**src/rtl/mem_access_unit.sv**
```systemverilog
// mem_access_unit: load/store sequencer between the MEM stage and a word-wide data memory.
// Handles byte/half/word sizing, alignment errors, sign extension and read-modify-write
// for sub-word stores.
module mem_access_unit #(
   parameter int unsigned ADDR_W = 5
) (
   input  logic              clk,
   input  logic              rst,
   input  logic              req_valid,
   output logic              req_ready,
   input  logic              req_write,
   input  logic [1:0]        req_size,
   input  logic              req_signed,
   input  logic [31:0]       req_addr,
   input  logic [31:0]       req_wdata,
   output logic              resp_valid,
   output logic              resp_err,
   output logic [31:0]       resp_rdata,
   output logic [ADDR_W-1:0] mem_addr,
   output logic [31:0]       mem_wdata,
   output logic              mem_rd,
   output logic              mem_wr,
   input  logic [31:0]       mem_rdata
);

   typedef enum logic [2:0] {
      StIdle,
      StRead,
      StMerge,
      StWrite,
      StResp,
      StErr
   } state_e;

   localparam logic [1:0] SzByte = 2'b00;
   localparam logic [1:0] SzHalf = 2'b01;
   localparam logic [1:0] SzWord = 2'b10;
   localparam logic [1:0] SzBad  = 2'b11;

   state_e              state_q, state_d;
   logic [1:0]          offset_q;
   logic [1:0]          size_q;
   logic                signed_q;
   logic                write_q;
   logic [15:0]         wdata_q;
   logic [31:0]         word_q;
   logic [ADDR_W-1:0]   mem_addr_q;
   logic [31:0]         mem_wdata_q;

   logic                accept;
   logic                req_err;
   logic [31:0]         merged;
   logic [31:0]         load_data;

   // Address bits above the memory window wrap away by design.
   logic unused_addr;
   assign unused_addr = ^req_addr[31:ADDR_W+2];

   assign accept = req_valid && req_ready;

   // Decode illegal size and misalignment of the incoming request.
   always_comb begin
      req_err = 1'b0;
      unique case (req_size)
         SzHalf:  req_err = req_addr[0];
         SzWord:  req_err = (req_addr[1:0] != 2'b00);
         SzBad:   req_err = 1'b1;
         default: req_err = 1'b0;
      endcase
   end

   // Next-state logic.
   always_comb begin
      state_d = state_q;
      unique case (state_q)
         StIdle: begin
            if (accept) begin
               if (req_err) begin
                  state_d = StErr;
               end else if (req_write && (req_size == SzWord)) begin
                  state_d = StWrite;
               end else begin
                  state_d = StRead;
               end
            end
         end
         StRead:  state_d = write_q ? StMerge : StResp;
         StMerge: state_d = StWrite;
         StWrite: state_d = StResp;
         StResp:  state_d = StIdle;
         StErr:   state_d = StIdle;
         default: state_d = StIdle;
      endcase
   end

   // Replace the target byte/half lanes of the captured word with the store data.
   always_comb begin
      merged = word_q;
      if (size_q == SzByte) begin
         merged[{offset_q, 3'b000} +: 8] = wdata_q[7:0];
      end else begin
         merged[{offset_q[1], 4'b0000} +: 16] = wdata_q;
      end
   end

   // Select the loaded lane and extend it.
   always_comb begin
      logic [7:0]  lane8;
      logic [15:0] lane16;
      lane8     = word_q[{offset_q, 3'b000} +: 8];
      lane16    = word_q[{offset_q[1], 4'b0000} +: 16];
      load_data = word_q;
      if (size_q == SzByte) begin
         load_data = {{24{signed_q & lane8[7]}}, lane8};
      end else if (size_q == SzHalf) begin
         load_data = {{16{signed_q & lane16[15]}}, lane16};
      end
   end

   // State register, latched request fields and memory-port registers.
   always_ff @(posedge clk or posedge rst) begin
      if (rst) begin
         state_q     <= StIdle;
         offset_q    <= 2'b00;
         size_q      <= 2'b00;
         signed_q    <= 1'b0;
         write_q     <= 1'b0;
         wdata_q     <= '0;
         word_q      <= '0;
         mem_addr_q  <= '0;
         mem_wdata_q <= '0;
      end else begin
         state_q <= state_d;
         if (accept) begin
            offset_q <= req_addr[1:0];
            size_q   <= req_size;
            signed_q <= req_signed;
            write_q  <= req_write;
            wdata_q  <= req_wdata[15:0];
            // Errored requests never touch the memory port, so its registers hold.
            if (!req_err) begin
               mem_addr_q <= req_addr[ADDR_W+1:2];
               if (req_write && (req_size == SzWord)) begin
                  mem_wdata_q <= req_wdata;
               end
            end
         end
         if (state_q == StRead) begin
            word_q <= mem_rdata;
         end
         if (state_q == StMerge) begin
            mem_wdata_q <= merged;
         end
      end
   end

   // Outputs decoded from state.
   always_comb begin
      req_ready  = (state_q == StIdle);
      mem_rd     = (state_q == StRead);
      mem_wr     = (state_q == StWrite);
      resp_valid = (state_q == StResp) || (state_q == StErr);
      resp_err   = (state_q == StErr);
      resp_rdata = ((state_q == StResp) && !write_q) ? load_data : 32'h0;
      mem_addr   = mem_addr_q;
      mem_wdata  = mem_wdata_q;
   end

endmodule

```
**config.mk**
```make
export PLATFORM = sky130hd
export DESIGN_NAME = mem_access_unit
export DESIGN_NICKNAME = d
export VERILOG_FILES = /design/src/rtl/mem_access_unit.sv
export SDC_FILE = /design/constraint.sdc
export NUM_CORES = 1
export LEC_CHECK = 0
export ABC_AREA = 0
export BUFFER_PORTS_ARGS = -buffer_cell sky130_fd_sc_hd__buf_2
export CAP_MARGIN = 20
export CELL_PAD_IN_SITES_DETAIL_PLACEMENT = 0
export CELL_PAD_IN_SITES_GLOBAL_PLACEMENT = 1
export CORE_MARGIN = 2
export CORE_UTILIZATION = 41
export CTS_CLUSTER_DIAMETER = 100
export DETAILED_ROUTE_END_ITERATION = 10
export PLACE_DENSITY = 0.87
export SETUP_SLACK_MARGIN = 0.1
export SYNTH_ARGS = -nofsm -noshare
export SYNTH_HDL_FRONTEND = slang
export SYNTH_SLANG_ARGS = --single-unit
```
**constraint.sdc**
```tcl
create_clock -name clk -period 6.8 [get_ports clk]
set_input_delay 0.34 -clock clk [delete_from_list [all_inputs] [get_ports clk]]
set_output_delay 0.34 -clock clk [all_outputs]
set_load 0.02 [all_outputs]
```
==> results.sh, run 1 <==
export IMPL_grt_use_total_pct=23.4
export IMPL_reg2regPathDepth=7
export IMPL_via_count=4649
export IMPL_htreeDepth=3
export IMPL_syn_area_um2=5150
export IMPL_yosys_warnings=0
export IMPL_ys_seq_elements=94
export IMPL_yosys_area_share_adder_pct=1.22
export IMPL_cts_made_buffers=9
export IMPL_antenna_cells=0
export IMPL_synth_seq_area_share_pct=45.7
export IMPL_synthXorXnorAreaFrac_pct=0
export IMPL_fin_crit_ps=3410
export IMPL_ys_async_sr_fraction_pct=100
export IMPL_slew_viol_final=0
export IMPL_cp_required_ps=6460
export IMPL_startpoint="offset_q[0]"
export IMPL_synth_top_family_by_area="compound AO/OA/AOI/OAI gates"
export IMPL_cp_start_kind="flip-flop"
export IMPL_powerDensity_nw_per_um2=510
export IMPL_root_buffer="clkbuf_16"
export IMPL_gr_total_overflow=0
export IMPL_nets=759
export IMPL_slew_headroom_pct=31.1
export IMPL_p_int_w=0.00179
export IMPL_r2r_start="offset_q[0]"
export IMPL_r2r_setup_slack_ps=3800
export IMPL_fmax_mhz=293
export IMPL_syn_num_nets=631
export IMPL_fp_dieH_um=116
export IMPL_outcome="finished clean"
export IMPL_crit_type="flip-flop to output port"
export IMPL_whs_ps=192
export IMPL_fin_setup_tns_ps=0
export IMPL_irDropWorstVdd_v=0.000248
export IMPL_synth_top_area_share_pct=45.7
export IMPL_synthCells=523
export IMPL_finClkSkew_ps=6.22
export IMPL_wl_um=15300
export IMPL_worstPathMaxFanout=16
export IMPL_hp_class="input port to flip-flop"
export IMPL_grt_max_degree=93
export IMPL_switching_share_pct=44.7
export IMPL_io_pins=177
export IMPL_p_leak_nw=3.03
export IMPL_antenna_found_initial=0
export IMPL_finalHoldViolCount=0
export IMPL_synth_flop_cell="dfrtp_1"
export IMPL_grt_pass1_wl_um=24000
export IMPL_clock_latency_ps=350
export IMPL_place_congestion=0.827
export IMPL_drtIter0Drc=337
export IMPL_cts_buffer_depth=2
export IMPL_drt_wirelength_per_cell_um=18.6
export IMPL_synth_edf_count=0
export IMPL_synth_simple_area_share_pct=12.3
export IMPL_start_util_pct=42.5
export IMPL_synth_compound_area_share_pct=21.1
export IMPL_drv_cap=0
export IMPL_design_area_um2=6350
export IMPL_hold_start="mem_rdata[24]"
export IMPL_finalCritPeriodShare_pct=50.2
export IMPL_dpl_hpwl_um=11100
export IMPL_grt_setup_unrepaired="no"
export IMPL_ant_nets=0
export IMPL_end_kind="output port"
export IMPL_synthTopCellsByArea="dfrtp_1, nand2_1, mux2i_1, a221o_1, a221oi_1"
export IMPL_grt_pass1_vias=4407
export IMPL_holdPathEnd="word_q[24]"
export IMPL_io_buffers=151
export IMPL_whs_path_depth=3
export IMPL_dr_pass1_iters=5
export IMPL_area_delta_synth_final_pct=23.4
export IMPL_setup_viol=0
export IMPL_num_rows=40
export IMPL_via_per_inst=5.65
export IMPL_crit_arrival_ps=3070
export IMPL_synthMuxAreaShare_pct=14.1
export IMPL_place_area_um2=5990
export IMPL_die_w_um=116
export IMPL_p_clk_share_pct=16.8
export IMPL_drc=0
export IMPL_syn_avg_cell_area_um2=9.84
export IMPL_cts_sinks=94
export IMPL_ys_types=47
export IMPL_seqPwrFrac_pct=36.9
export IMPL_worstReg2RegEnd="mem_wdata[24]"
export IMPL_layout_drive_gt1_share_pct=32.1
export IMPL_p_sw_w=0.00145
export IMPL_synth_top_cell_by_area="dfrtp_1"
export IMPL_cts_resized=0
export IMPL_combPwrFrac_pct=46.3
export IMPL_die_area_um2=13500
export IMPL_clk_pin_slew_ps=60
export IMPL_coreArea_um2=12100
export IMPL_tightestPinTransition_ps=1030
export IMPL_tritoncts="yes"
sequential cells by signal, summed over array words and instances, names as in the netlist:
register and count:
signed_q 1, write_q 1, offset_q 2, mem_wdata 32, wdata_q 16, mem_addr 5, size_q 2, word_q 32
state_q 3
cell usage in the layout, fill, tap and decap left out, drive strengths merged, types with 3 or more instances in the layout:
cell    synthesis  routed
buf            13     159
nand2         105     105
dfrtp          94      94
mux2i          32      32
inv            30      29
o21ai          28      28
a21oi          27      27
a221oi         26      26
a221o          23      23
mux2           20      20
a211oi         17      17
nor2           15      15
clkbuf         30      12
mux4            8       8
a311oi          8       8
a31oi           7       7
ha              5       5
nor3            3       3
per-layer routing:
metal	routed length, µm	global-route usage [%]	vias up
li1	-	-	2173
met1	6670	33.8	2227
met2	7120	36.7	230
met3	1320	3.19	19
met4	226	7.38	0
met5	0	0	-
power by group through the flow:
| stage | Clock (W) | Sequential (W) | Combinational [W] |
|---|---|---|---|
| 3_5_place_dp | 0 | 0.00119 | 0.00149 |
| 6_report | 0.000545 | 0.00120 | 0.00150 |
| 4_1_cts | 0.000552 | 0.00119 | 0.00150 |
| 5_1_grt | 0.000574 | 0.00123 | 0.00164 |
| 2_1_floorplan | 0 | 0.00115 | 0.00104 |
| 3_3_place_gp | 0 | 0.00117 | 0.00145 |
synthesized netlist by cell type, types with 8 or more instances:
| cell | number |
|---|---|
| clkbuf_1 | 30 |
| a221oi_1 | 26 |
| dfrtp_1 | 94 |
| a311oi_1 | 8 |
| nand2_1 | 105 |
| inv_1 | 30 |
| a221o_1 | 23 |
| o21ai_0 | 28 |
| nor2_1 | 15 |
| a21oi_1 | 27 |
| mux4_2 | 8 |
| a211oi_1 | 16 |
| mux2_2 | 20 |
| mux2i_1 | 32 |
how the worst max path moves through the flow:
stage | endpoint | slack, ps | cells after the start
after floorplan | mem_addr[0] | 4010 | 1
after global placement | mem_wdata[29] | 3570 | 6
after detailed placement | resp_rdata[23] | 3750 | 5
after CTS | resp_rdata[23] | 3370 | 5
after global routing | resp_rdata[18] | 3140 | 5
final | resp_rdata[16] | 3390 | 5
area by class of cell:
class,count,area (µm²)
fillers,1164,5760
multi-input cells,356,2510
flip-flops and latches,94,2350
repair buffers,160,843
clock buffers,12,256
well taps,168,210
inverters,30,114
clock inverters,3,67.6
repair_timing:
item / CTS / global route
endpoints found under the hold margin: 2 / 0
endpoints found under the setup margin: 0 / 0
buffers inserted: 0 / 0
hold buffers: 1 / 0
per-stage QoR:
step           util (%)  instances  power (W)  worst slack (ps)
6_report           52.4        823    0.00324              3390
5_1_grt            52.4        823    0.00345              3140
4_1_cts            52.2        822    0.00324              3370
3_5_place_dp       49.5        806    0.00268              3750
3_3_place_gp       49.4        805    0.00263              3570
2_1_floorplan         -        523    0.00219              4010
worst max-delay path, cell delays in order, from the launching register on:
cell and delay [ps]:
dfrtp_1 780, mux4_2 620, and4b_1 220, a211oi_2 790
a21oi_1 90, buf_2 210
cells by family after synthesis:
logic type                 after synthesis
buffers and inverters                   73
and+or+nand+nor                        143
DFF                                     94
adders and majority gates                5
muxes                                   60
AOI/OAI and AO/OA                      148
No activity file was read; power rests on OpenSTA's default activity.
==> inputs of run 2 (changes only) <==
Settings changed: CORE_UTILIZATION 41 to 38, PLACE_DENSITY 0.87 to 0.82.
Clock period 6.8 ns to 3.4 ns, I/O delays scaled along.
==> run 2 against run 1 <==
Clock skew decreased by 2.5 ps. Clock power increased by 96%. Setup slack got worse by 2800 ps. Flip-flop and latch count unchanged. First-iteration DRC count increased by 8.6%. Core utilization decreased by 4.3 points. Count of clock-buffer cells in the layout decreased by 2.
==> results.sh, run 2 (synthesized netlist as in run 1, its figures left out) <==
export IMPL_via_count=4743
export IMPL_irDropWorstVdd_v=0.000351
export IMPL_gr_total_overflow=0
export IMPL_place_congestion=0.841
export IMPL_r2r_start="offset_q[1]"
export IMPL_grt_pass1_vias=4579
export IMPL_fp_dieH_um=120
export IMPL_finClkSkew_ps=3.68
export IMPL_drc=0
export IMPL_r2r_setup_slack_ps=800
export IMPL_finalHoldViolCount=0
export IMPL_cts_resized=0
export IMPL_cp_top_family="simple AND/OR/NAND/NOR gates"
export IMPL_antenna_cells=0
export IMPL_crit_arrival_ps=2660
export IMPL_grt_pass1_wl_um=25000
export IMPL_powerDensity_nw_per_um2=1020
export IMPL_cp_start_kind="flip-flop"
export IMPL_whs_path_depth=3
export IMPL_end_kind="output port"
export IMPL_dr_pass1_iters=5
export IMPL_slew_viol_final=0
export IMPL_layout_drive_gt1_share_pct=32.7
export IMPL_cts_made_buffers=9
export IMPL_grt_use_total_pct=22.1
export IMPL_antenna_found_initial=0
export IMPL_setup_viol=0
export IMPL_holdPathEnd="word_q[18]"
export IMPL_crit_type="flip-flop to output port"
export IMPL_die_w_um=120
export IMPL_num_rows=42
export IMPL_most_common_layout_cells="buf_2, nand2_1, dfrtp_1"
export IMPL_hp_class="input port to flip-flop"
export IMPL_coreArea_um2=13200
export IMPL_reg2regPathDepth=7
export IMPL_worstReg2RegEnd="mem_wdata[29]"
export IMPL_worstPathMaxFanout=16
export IMPL_start_util_pct=38.9
export IMPL_drv_cap=0
export IMPL_p_leak_nw=3.04
export IMPL_dpl_hpwl_um=11800
export IMPL_slew_headroom_pct=50.2
export IMPL_root_buffer="clkbuf_16"
export IMPL_grt_max_degree=44
export IMPL_fin_crit_ps=2830
export IMPL_grt_setup_unrepaired="no"
export IMPL_cp_required_ps=3230
export IMPL_finalCritPeriodShare_pct=83.3
export IMPL_cts_buffer_depth=2
export IMPL_drtIter0Drc=366
export IMPL_die_area_um2=14500
export IMPL_path_cells="or4b_1, a2111oi_1, a211oi_2, buf_4, a21oi_1, buf_2"
export IMPL_area_delta_synth_final_pct=23.9
export IMPL_io_buffers=151
export IMPL_fin_setup_tns_ps=0
export IMPL_fmax_mhz=353
export IMPL_tritoncts="yes"
export IMPL_via_per_inst=5.67
export IMPL_outcome="finished clean"
export IMPL_tightestPinTransition_ps=747
export IMPL_post_cts_setup_buffers=0
export IMPL_wl_um=15700
export IMPL_nets=765
export IMPL_holdBufCountCts=1
export IMPL_cpPeakStageDelay_ps=760
export IMPL_ant_nets=0
export IMPL_layout_commonest_cell="buf_2"
export IMPL_cts_sinks=94
export IMPL_pre_cts_ws_ps=844
export IMPL_clk_pin_slew_ps=60
export IMPL_htreeDepth=3
export IMPL_io_pins=177
export IMPL_hold_start="mem_rdata[18]"
export IMPL_clock_latency_ps=340
export IMPL_path_buf_inv=2
export IMPL_drt_wirelength_per_cell_um=18.8
export IMPL_cpMaxStageDelayCell="or4b_1"
export IMPL_worst_slack_ps=568
[run 2: changes by cell type in the layout (fill, tap and decap cells not counted), sizes merged]
cell and change:
clkinv +1, clkbuf -2, buf +6
[run 2: area by class of cell]
type / instances / area (µm²)
clock buffer: 10 / 239
clock inverter: 4 / 72.6
fill: 1287 / 6870
inverter: 30 / 114
multi-input combinational: 356 / 2510
sequential: 94 / 2350
tap: 176 / 220
timing repair buffer: 166 / 871
[run 2: through the flow]
step           cell area [µm²]  hold WS (ps)  utilization (%)  total power, W  instances
2_1_floorplan             5150           275                -         0.00438        523
3_3_place_gp              6060           162             45.7         0.00531        821
3_5_place_dp              6060           172             45.7         0.00542        821
4_1_cts                   6380          22.6             48.2         0.00651        836
5_1_grt                   6380          46.7             48.2         0.00692        836
6_report                  6380          33.2             48.2         0.00650        836
[run 2: power by group]
group | switching [W] | leakage (nW) | total [W] | internal [W]
logic | 0.00176 | 1.75 | 0.00303 | 0.00127
clock network | 0.000415 | 0.150 | 0.00107 | 0.000655
registers | 0.000731 | 1.15 | 0.00240 | 0.00167
total | 0.00291 | 3.04 | 0.00650 | 0.00359
[run 2: worst register-to-register path: cells and delay by family (launching register included)]
kind / cells / cell delay [ps]
flip-flops: 1 / 780
buffers and inverters: 2 / 430
AND/OR/NAND/NOR: 1 / 270
adder cells (fa/ha/maj): 1 / 390
AO/OA/AOI/OAI: 3 / 670
[run 2: worst max-delay path by stage]
| stage | startpoint | to | slack [ps] | cells after the start |
|---|---|---|---|---|
| 5_1_grt | state_q[0] | resp_rdata[24] | 410 | 6 |
| 2_1_floorplan | rst | mem_addr[0] | 780 | 1 |
| 3_5_place_dp | offset_q[1] | mem_wdata[29] | 840 | 7 |
| 6_report | state_q[0] | resp_rdata[31] | 570 | 6 |
| 3_3_place_gp | offset_q[1] | mem_wdata[29] | 880 | 7 |
| 4_1_cts | state_q[0] | resp_rdata[29] | 580 | 6 |
[run 2: metal layers]
metal	GRT usage, %	vias to the layer above	share of wire (%)
met1	31.7	2305	44
li1	-	2182	-
met3	3.25	30	7.6
met5	0	-	0
met2	33.9	226	45
met4	8.14	0	2.6
==> inputs of run 3 (changes only) <==
Settings changed: CORE_UTILIZATION 38 to 34, PLACE_DENSITY 0.82 to 0.78.
Clock period 3.4 ns to 2.4 ns, I/O delays scaled along.
==> run 3 against run 2 <==
Clock power is 25% higher. Count of clock-buffer cells in the layout is 4 higher. Clock skew is 0.62 ps higher. Flip-flop and latch count stayed put. Routed wire length is 6.2% higher. Combinational power is 57% higher. Hold slack worse by 30 ps. Core utilization is 0.88 points lower. Sequential power is 38% higher. Largest power group unchanged. Die area is 11% higher. Via count is 2.9% higher. Highest routed layer unchanged.
==> results.sh, run 3 (synthesized netlist as in run 1, its figures left out) <==
export IMPL_fp_dieH_um=127
export IMPL_grt_use_total_pct=21.0
export IMPL_layout_drive_gt1_share_pct=34.4
export IMPL_setup_viol=0
export IMPL_drc=0
export IMPL_drtIter0Drc=321
export IMPL_worst_slack_ps=101
export IMPL_pre_cts_ws_ps=245
export IMPL_gr_total_overflow=0
export IMPL_dpl_hpwl_um=12300
export IMPL_cts_sinks=94
export IMPL_met2_usage_pct=32.7
export IMPL_finalHoldViolCount=0
export IMPL_slew_viol_final=0
export IMPL_combPwrFrac_pct=50.5
export IMPL_tightestPinTransition_ps=538
export IMPL_cp_top_family="multiplexers"
export IMPL_p_sw_w=0.00428
export IMPL_most_common_layout_cells="buf_2, nand2_1, dfrtp_1"
export IMPL_slew_headroom_pct=64.1
export IMPL_area_delta_synth_final_pct=34.5
export IMPL_layout_commonest_cell="buf_2"
export IMPL_p_leak_nw=3.26
export IMPL_finalCritPeriodShare_pct=95.8
export IMPL_multi_input_area_um2=2580
export IMPL_via_per_inst=5.46
export IMPL_tritoncts="yes"
export IMPL_io_pins=177
export IMPL_crit_arrival_ps=2180
export IMPL_path_buf_inv=2
export IMPL_p_int_w=0.00513
export IMPL_coreArea_um2=14600
export IMPL_design_area_um2=6920
export IMPL_cts_made_buffers=9
export IMPL_grt_pass1_vias=4811
export IMPL_worstPathMaxFanout=16
export IMPL_top_usage_layer="met2"
export IMPL_root_buffer="clkbuf_16"
export IMPL_fmax_mhz=435
export IMPL_hp_class="input port to flip-flop"
export IMPL_ant_nets=0
export IMPL_path_cells="mux4_2, and4b_1, a211oi_2, buf_6, a21oi_1, buf_2"
export IMPL_drv_cap=0
export IMPL_cp_required_ps=2280
export IMPL_antenna_found_initial=0
export IMPL_nets=814
export IMPL_cp_start_kind="flip-flop"
export IMPL_irDropWorstVdd_v=0.000466
export IMPL_cts_buffer_depth=2
export IMPL_clock_latency_ps=350
export IMPL_switching_share_pct=45.5
export IMPL_dr_pass1_iters=5
export IMPL_total_power_w=0.00940
export IMPL_end_kind="output port"
export IMPL_via_count=4882
export IMPL_die_area_um2=16100
export IMPL_grt_pass1_wl_um=26300
export IMPL_cpPeakStageDelay_ps=520
export IMPL_fin_setup_tns_ps=0
export IMPL_place_congestion=0.891
export IMPL_finClkSkew_ps=4.30
export IMPL_use_met3_pct=3.48
export IMPL_cpMaxStageDelayCell="mux4_2"
export IMPL_die_w_um=127
export IMPL_io_buffers=151
export IMPL_htreeDepth=3
export IMPL_fin_crit_ps=2300
export IMPL_powerDensity_nw_per_um2=1360
export IMPL_start_util_pct=35.2
export IMPL_drt_wirelength_per_cell_um=18.7
export IMPL_num_rows=44
export IMPL_outcome="finished clean"
export IMPL_place_area_um2=6180
export IMPL_crit_type="flip-flop to output port"
export IMPL_use_met1_pct=29.4
export IMPL_grt_max_degree=44
export IMPL_seqPwrFrac_pct=35.2
export IMPL_p_clk_share_pct=14.2
export IMPL_antenna_cells=0
export IMPL_clk_pin_slew_ps=60
export IMPL_wl_um=16700
export IMPL_fill_cells=1395
export IMPL_seq_area_um2=2360
export IMPL_grt_setup_unrepaired="yes"
export IMPL_final_util_pct=47.3
[run 3: changes by cell type in the layout (fill, tap and decap cells not counted), sizes merged]
cell,before,now
dlygate4sd3,1,36
buf,165,179
clkbuf,10,14
bufinv,2,0
clkinv,2,1
[run 3: worst min-delay path: cells and delay by family]
kind	cells	cell delay [ps]
buffers and inverters	1	70
AOI/OAI and AO/OA	1	70
and+or+nand+nor	1	40
[run 3: path summary, 6_finish.rpt]
check / slack [ps] / depth (start not counted) / from / end
max reg2reg: 250 / 8 / offset_q[0] / mem_wdata[25]
max in group asynchronous: 1390 / 4 / rst / write_q
min reg2reg: 510 / 1 / mem_addr[1] / mem_addr[1]
max: 100 / 6 / word_q[15] / resp_rdata[25]
min in group asynchronous: 350 / 3 / rst / mem_wdata[30]
min: 3 / 3 / mem_rdata[27] / word_q[27]
[run 3: layout make-up]
class,instances,area share (%)
Clock buffer,14,3.81
Clock inverter,1,0.0723
Inverter,30,1.68
Multi-Input combinational cell,356,37.3
Sequential cell,94,34.0
Tap cell,184,3.33
Timing Repair Buffer,215,19.8
[run 3: what timing repair did]
action,4_1_cts,5_1_grt
gates resized for setup,7,13
hold buffers,36,0
pin swaps,1,0
setup endpoints to repair,22,31
buffers inserted,3,0
hold endpoints to repair,53,0
[run 3: layer usage]
metal / up-vias / wire, µm / part of all wire (%)
li1: 2280 / - / -
met1: 2348 / 7530 / 45
met2: 223 / 7450 / 45
met3: 31 / 1240 / 7.4
met4: 0 / 504 / 3.0
met5: - / 0 / 0
[run 3: power by group through the flow]
| stage | combinational (W) | clock (W) | sequential (W) |
|---|---|---|---|
| global placement | 0.00440 | 0 | 0.00327 |
| finish | 0.00475 | 0.00134 | 0.00332 |
| floorplan | 0.00297 | 0 | 0.00325 |
| detailed placement | 0.00450 | 0 | 0.00331 |
| global route | 0.00520 | 0.00143 | 0.00340 |
| CTS | 0.00465 | 0.00137 | 0.00328 |
[run 3: through the flow]
step / cells / hold slack, ps
after floorplan: 523 / 225
after global placement: 840 / 176
after detailed placement: 840 / 181
after CTS: 894 / 0.926
after global routing: 894 / 7.84
final: 894 / 3.42
